==> src/rtl/interp_pkg.sv <==
// Shared definitions for the vertical interpolation window buffer:
// default geometry, FSM state encoding and the beats-per-row helper.
package interp_pkg;

    localparam int PIX_W_DEF   = 8;
    localparam int IN_PIX_DEF  = 8;
    localparam int ROW_PIX_DEF = 15;
    localparam int TAPS_DEF    = 8;
    localparam int PAD_TOP_DEF = 3;

    typedef enum logic [1:0] {
        ST_FILL  = 2'd0,
        ST_VALID = 2'd1,
        ST_WAIT  = 2'd2
    } win_state_t;

    // Number of input beats needed to cover one window row.
    function automatic int beats_per_row(input int row_pix, input int in_pix);
        return (row_pix + in_pix - 1) / in_pix;
    endfunction

endpackage

==> src/rtl/interp_row_assembler.sv <==
// Row assembler: collects IN_PIX-pixel beats into one ROW_PIX-pixel row.
// Ports: clock/reset/sof, beat input (in_valid/in_data), ready, pop
// (consume pending row), pending flag and the assembled row.
module row_assembler
    import interp_pkg::*;
#(
    parameter int PIX_W   = PIX_W_DEF,
    parameter int IN_PIX  = IN_PIX_DEF,
    parameter int ROW_PIX = ROW_PIX_DEF
) (
    input  logic                     clock,
    input  logic                     reset,
    input  logic                     sof,
    input  logic                     in_valid,
    input  logic [IN_PIX*PIX_W-1:0]  in_data,
    input  logic                     pop,
    output logic                     ready,
    output logic                     pending,
    output logic [ROW_PIX*PIX_W-1:0] row
);

    localparam int BEATS = beats_per_row(ROW_PIX, IN_PIX);
    localparam int BW    = $clog2(BEATS + 1);

    logic [BW-1:0] beat_cnt;
    logic          take;

    assign ready = !pending;
    assign take  = in_valid && !pending;

    always_ff @(posedge clock) begin
        if (reset || sof) begin
            beat_cnt <= '0;
            pending  <= 1'b0;
            row      <= '0;
        end else if (take) begin
            // Beat k owns pixels k*IN_PIX onward; pixels past ROW_PIX
            // simply have no destination and are dropped.
            for (int p = 0; p < ROW_PIX; p++) begin
                if (beat_cnt == BW'(p / IN_PIX)) begin
                    row[p*PIX_W +: PIX_W] <=
                        in_data[(p % IN_PIX)*PIX_W +: PIX_W];
                end
            end
            if (beat_cnt == BW'(BEATS - 1)) begin
                beat_cnt <= '0;
                pending  <= 1'b1;
            end else begin
                beat_cnt <= beat_cnt + 1'b1;
            end
        end else if (pop) begin
            pending <= 1'b0;
        end
    end

endmodule

==> src/rtl/interp_window_buffer.sv <==
// Sliding TAPS-row window for the vertical subpixel filters, with
// optional top-edge replication and valid/ready flow control.
// Ports: clock, reset, sof, pad_en, in_valid/in_ready/in_data,
// out_valid/out_ready/out_data (row 0 oldest in LSBs), out_first.
module interp_window_buffer
    import interp_pkg::*;
#(
    parameter int PIX_W   = PIX_W_DEF,
    parameter int IN_PIX  = IN_PIX_DEF,
    parameter int ROW_PIX = ROW_PIX_DEF,
    parameter int TAPS    = TAPS_DEF,
    parameter int PAD_TOP = PAD_TOP_DEF
) (
    input  logic                          clock,
    input  logic                          reset,
    input  logic                          sof,
    input  logic                          pad_en,
    input  logic                          in_valid,
    output logic                          in_ready,
    input  logic [IN_PIX*PIX_W-1:0]       in_data,
    output logic                          out_valid,
    input  logic                          out_ready,
    output logic [TAPS*ROW_PIX*PIX_W-1:0] out_data,
    output logic                          out_first
);

    localparam int RW  = ROW_PIX * PIX_W;
    localparam int HW  = $clog2(TAPS + 1);
    localparam int PCW = $clog2(PAD_TOP + 2);

    win_state_t         state;
    win_state_t         nstate;
    logic [RW-1:0]      row_data;
    logic               row_ready;
    logic               row_pending;
    logic               shift;
    logic               pop;
    logic [HW-1:0]      rows_held;
    logic               pad_pend;
    logic [PCW-1:0]     pad_cnt;
    logic               first_flag;
    logic [TAPS*RW-1:0] window;

    row_assembler #(
        .PIX_W   (PIX_W),
        .IN_PIX  (IN_PIX),
        .ROW_PIX (ROW_PIX)
    ) u_asm (
        .clock    (clock),
        .reset    (reset),
        .sof      (sof),
        .in_valid (in_valid),
        .in_data  (in_data),
        .pop      (pop),
        .ready    (row_ready),
        .pending  (row_pending),
        .row      (row_data)
    );

    // The first row of a padded frame stays pending until it has been
    // shifted in PAD_TOP+1 times, which also holds in_ready low.
    assign pop = shift && !(pad_pend && pad_cnt != PCW'(PAD_TOP));

    assign in_ready  = row_ready && !reset;
    assign out_data  = window;
    assign out_first = out_valid && first_flag;

    always_ff @(posedge clock) begin
        if (reset || sof) begin
            state <= ST_FILL;
        end else begin
            state <= nstate;
        end
    end

    always_comb begin
        nstate = state;
        unique case (state)
            ST_FILL: begin
                if (shift && rows_held == HW'(TAPS - 1)) begin
                    nstate = ST_VALID;
                end
            end
            ST_VALID: begin
                if (out_ready && !row_pending) begin
                    nstate = ST_WAIT;
                end
            end
            ST_WAIT: begin
                if (row_pending) begin
                    nstate = ST_VALID;
                end
            end
            default: nstate = ST_FILL;
        endcase
    end

    always_comb begin
        out_valid = 1'b0;
        shift     = 1'b0;
        unique case (state)
            ST_FILL:  shift = row_pending;
            ST_VALID: begin
                out_valid = 1'b1;
                shift     = out_ready && row_pending;
            end
            ST_WAIT:  shift = row_pending;
            default:  shift = 1'b0;
        endcase
    end

    always_ff @(posedge clock) begin
        if (reset || sof) begin
            window     <= '0;
            rows_held  <= '0;
            pad_pend   <= !reset && pad_en;
            pad_cnt    <= '0;
            first_flag <= !reset;
        end else begin
            if (shift) begin
                window <= {row_data, window[TAPS*RW-1:RW]};
                if (rows_held != HW'(TAPS)) begin
                    rows_held <= rows_held + 1'b1;
                end
                if (pad_pend) begin
                    if (pad_cnt == PCW'(PAD_TOP)) begin
                        pad_pend <= 1'b0;
                        pad_cnt  <= '0;
                    end else begin
                        pad_cnt <= pad_cnt + 1'b1;
                    end
                end
            end
            if (out_valid && out_ready) begin
                first_flag <= 1'b0;
            end
        end
    end

endmodule

==> config.mk <==
export PLATFORM = sky130hd
export DESIGN_NAME = interp_window_buffer
export DESIGN_NICKNAME = d
export VERILOG_FILES = /design/src/rtl/interp_pkg.sv /design/src/rtl/interp_row_assembler.sv /design/src/rtl/interp_window_buffer.sv
export SDC_FILE = /design/constraint.sdc
export NUM_CORES = 2
export LEC_CHECK = 0
export CAP_MARGIN = 20
export CELL_PAD_IN_SITES_DETAIL_PLACEMENT = 2
export CELL_PAD_IN_SITES_GLOBAL_PLACEMENT = 2
export CORE_AREA = 2 2 399 401
export DETAILED_ROUTE_END_ITERATION = 7
export DIE_AREA = 0 0 401 403
export PLACE_DENSITY_LB_ADDON = 0.1
export SLEW_MARGIN = 40
export SYNTH_ARGS = -nofsm -noshare
export SYNTH_HDL_FRONTEND = slang
export SYNTH_SLANG_ARGS = --single-unit
==> constraint.sdc <==
create_clock -name clock -period 2 [get_ports clock]
set_input_delay 0.3 -clock clock [delete_from_list [all_inputs] [get_ports clock]]
set_output_delay 0.3 -clock clock [all_outputs]
set_load 0.01 [all_outputs]
==> metrics.md <==
| Metric | Value |
|---|---|
| Fillers | `about 18k` |
| Starting Density | `23.88%` |
| Synth Cell Area | `0.03760 mm^2` |
| Worst-Margin Slew | `~430 ps` |
| I/O Pins | `approximately 1.0k` |
| Post-Place Cells | `slightly below 8k` |
| Storage element area | `around 0.022 mm^2` |
| Rows | `around 150` |
| Leak pwr | `~0.023 uW` |
| TritonCTS clock tree | `yes` |
| Synth-to-layout area growth | `47.36%` |
| Gr usage total | `22.80%` |
| Net count after synthesis | `just under 5k` |
| Max FO, Critical Path | `3` |
| Longest Clk Path Bufs | `3` |
| Critical setup path kind | `flop to primary output` |
| Wire per inst | `between 20 and 25 um` |
| Netlist cell types | `41` |
| DIE AREA | `around 0.16 mm^2` |
| Final hold violation count | `0` |
| RSZ-0062 raised after global routing | `false` |
| Gr ovfl total | `0` |
| Post-synth EDFFs | `2` |
| Final Util | `between 30% and 40%` |
| Layout Skew | `between 20 and 25 ps` |
| Via density | `between 4 and 5` |
| First-pass GRT wire length | `271700 um` |
| Antenna violations before repair | `31` |
| Warnings, synthesis | `0` |
| Post-route cell area | `approximately 0.055 mm^2` |
| DR iter-0 viols | `between 1.5k and 2k` |
| Wire length on met1 | `~80000 um` |
| Max cap viols | `0` |
| Die height | `403 um` |
| 1st-pass router iterations | `5` |
| Crit path DAT | `about 1600 ps` |
| Crit path launch type | `flop` |
| Critical Path End Type | `primary output` |
| Worst Path Buf+Inv | `1` |
| TritonCTS Buffers | `135` |
| Fin crit share | `between 90% and 100%` |
| Top Family by Delay on Critical Path | `flip-flops` |
| Placement Cell Area | `0.05204 mm^2` |
| FMAX | `a little over 0.5 GHz` |
| DRC | `0` |
| Largest stage delay, worst path | `440 ps` |
| Cell count after synthesis | `approximately 4.8k` |
| Crit path cell chain | `dlygate4sd2_1` |
| Slew margin rel. | `71.35%` |
| Met3 wire length | `approximately 13000 um` |
| Die W | `approximately 400 um` |
| IO Port Bufs | `around 1.0k` |
| Vias | `roughly 36k` |
| Non-Filler Instances | `~8k` |
| Crit path time final | `about 1900 ps` |
| Count of state elements after synthesis | `1094` |
| Max-slew violations | `0` |
| Highest routed metal layer | `met5` |
| CTS Sinks | `between 1k and 1.5k` |
| RD Place Congestion | `0.8148` |
| WL met2 | `about 89000 um` |
| Area occupied by multi-input gates | `0.01398 mm^2` |
| Seq/Total Area, Yosys | `58.29%` |
| Final Routed Wirelength | `roughly 190000 um` |
| Slowest-stage cell, CP | `dfxtp_2` |
| Fin nets | `a little under 6k` |
| CP required | `1700 ps` |
| CTS Hold Bufs | `0` |
| Layout cells sized above 1 | `under 10%` |
| Most frequent cells in the layout | `2171 x nand2_1, 1075 x a21oi_1, 1009 x dfxtp_1` |
| Core area | `0.1575 mm^2` |
| Ys async rst share | `0%` |
| CTS root buf | `clkbuf_16` |
| Dpl hpwl | `between 100000 and 150000 um` |
| Final setup viols | `0` |
| Largest net degree at the start of global routing | `66` |
| Pwr Density | `between 800 and 900 mW/mm^2` |
| Clk pin slew, worst setup/hold paths | `roughly 60 ps` |
| Number of global-route vias before repair | `between 30k and 40k` |
| H-Tree Depth | `4` |
| Commonest non-fill, non-tap cell in the layout | `nand2_1` |
| Status | `finished clean` |
| Peak supply drop | `0.8049 mV` |
| Clock latency on the worst-skew pair | `770 ps` |
| Routed Antenna Nets | `0` |
| Post-synth top flop | `dfxtp_1` |
| Hold Crit Class | `input port to flop` |
| Avg Inst Size Synth | `just under 8 um^2` |
==> through the flow <==
stage | TNS, ps | setup slack (ps) | hold WS, ps | total power [uW]
final | 0 | 66.99 | 109.1 | 47800
after global placement | -141290 | -252.1 | 416.3 | 23740
after global routing | 0 | 0.3938 | 76.52 | 49640
after CTS | 0 | 0.2628 | 33.03 | 48650
after floorplan | 0 | 554.2 | 407.0 | 22980
after detailed placement | -139250 | -235.3 | 425.3 | 23740
==> synth_stat cells (3+ instances only) <==
library cell / number / area [um^2]
ha_1: 3 / 37.54
buf_4: 12 / 90.09
nand2_1: 2171 / 8149
buf_2: 216 / 1081
o21ai_0: 5 / 25.02
nor2_1: 7 / 26.28
buf_6: 7 / 78.83
inv_1: 6 / 22.52
clkbuf_1: 121 / 454.2
dfxtp_1: 1092 / 21860
buf_1: 4 / 15.01
a21oi_2: 10 / 87.58
a21oi_1: 1075 / 5380
==> cells by family (layout without fill, tap and decap cells) <==
logic type / after synthesis / count (layout) / synth area share (%)
compound gates: 1099 / 1099 / 14.78
xor+xnor: 2 / 2 / 0.04659
fa+ha+maj: 3 / 3 / 0.09983
buf+inv: 367 / 1537 / 4.642
flops: 1094 / 1094 / 58.29
other cells: 0 / 6 / 0
simple gates: 2197 / 2197 / 22.14
==> layout make-up <==
type	count	share of cell area, %
Sequential cell	1094	39.76
Inverter	7	0.05193
Timing Repair Buffer	1298	22.32
Tap cell	2072	4.678
Clock buffer	200	7.117
Antenna cell	6	0.02710
Multi-Input combinational cell	3301	25.22
Clock inverter	32	0.8242
==> flip-flops by register name, indices dropped and copies added (netlist names) <==
| register | count |
|---|---|
| state | 2 |
| u_asm.beat_cnt | 2 |
| pad_cnt | 3 |
| u_asm.pending | 1 |
| out_data | 960 |
| u_asm.row | 120 |
| pad_pend | 1 |
| first_flag | 1 |
| rows_held | 4 |
==> where the power goes <==
| group | switching (uW) | internal (uW) | leakage (uW) |
|---|---|---|---|
| combinational | 880 | 442 | 0.0115 |
| sequential | 48.5 | 21900 | 0.00886 |
| clock | 10100 | 14500 | 0.00215 |
==> per-layer routing <==
metal / global-route usage [%] / vias up
li1: - / 17490
met1: 27.60 / 17860
met2: 37.67 / 828
met3: 7.399 / 271
met4: 8.322 / 30
met5: 0 / -
==> final timing paths <==
path	start	cells after the start	slack (ps)	end
worst max-delay path	out_data[705]$_SDFFE_PN0P_	1	70	out_data[705]
worst min-delay path	in_data[62]	3	110	u_asm.row[62]$_SDFFE_PN0P_
worst max register to register	state[1]$_SDFFE_PN0P_	7	290	out_data[667]$_SDFFE_PN0P_
worst min register to register	pad_cnt[2]$_SDFFE_PN0P_	2	430	pad_cnt[2]$_SDFFE_PN0P_
==> repair_timing <==
item	4_1_cts	5_1_grt
setup endpoints to repair	952	9
setup buffers	1	0
resized for setup	1061	12
gates cloned	0	0
No activity file was read; power rests on OpenSTA's default activity.
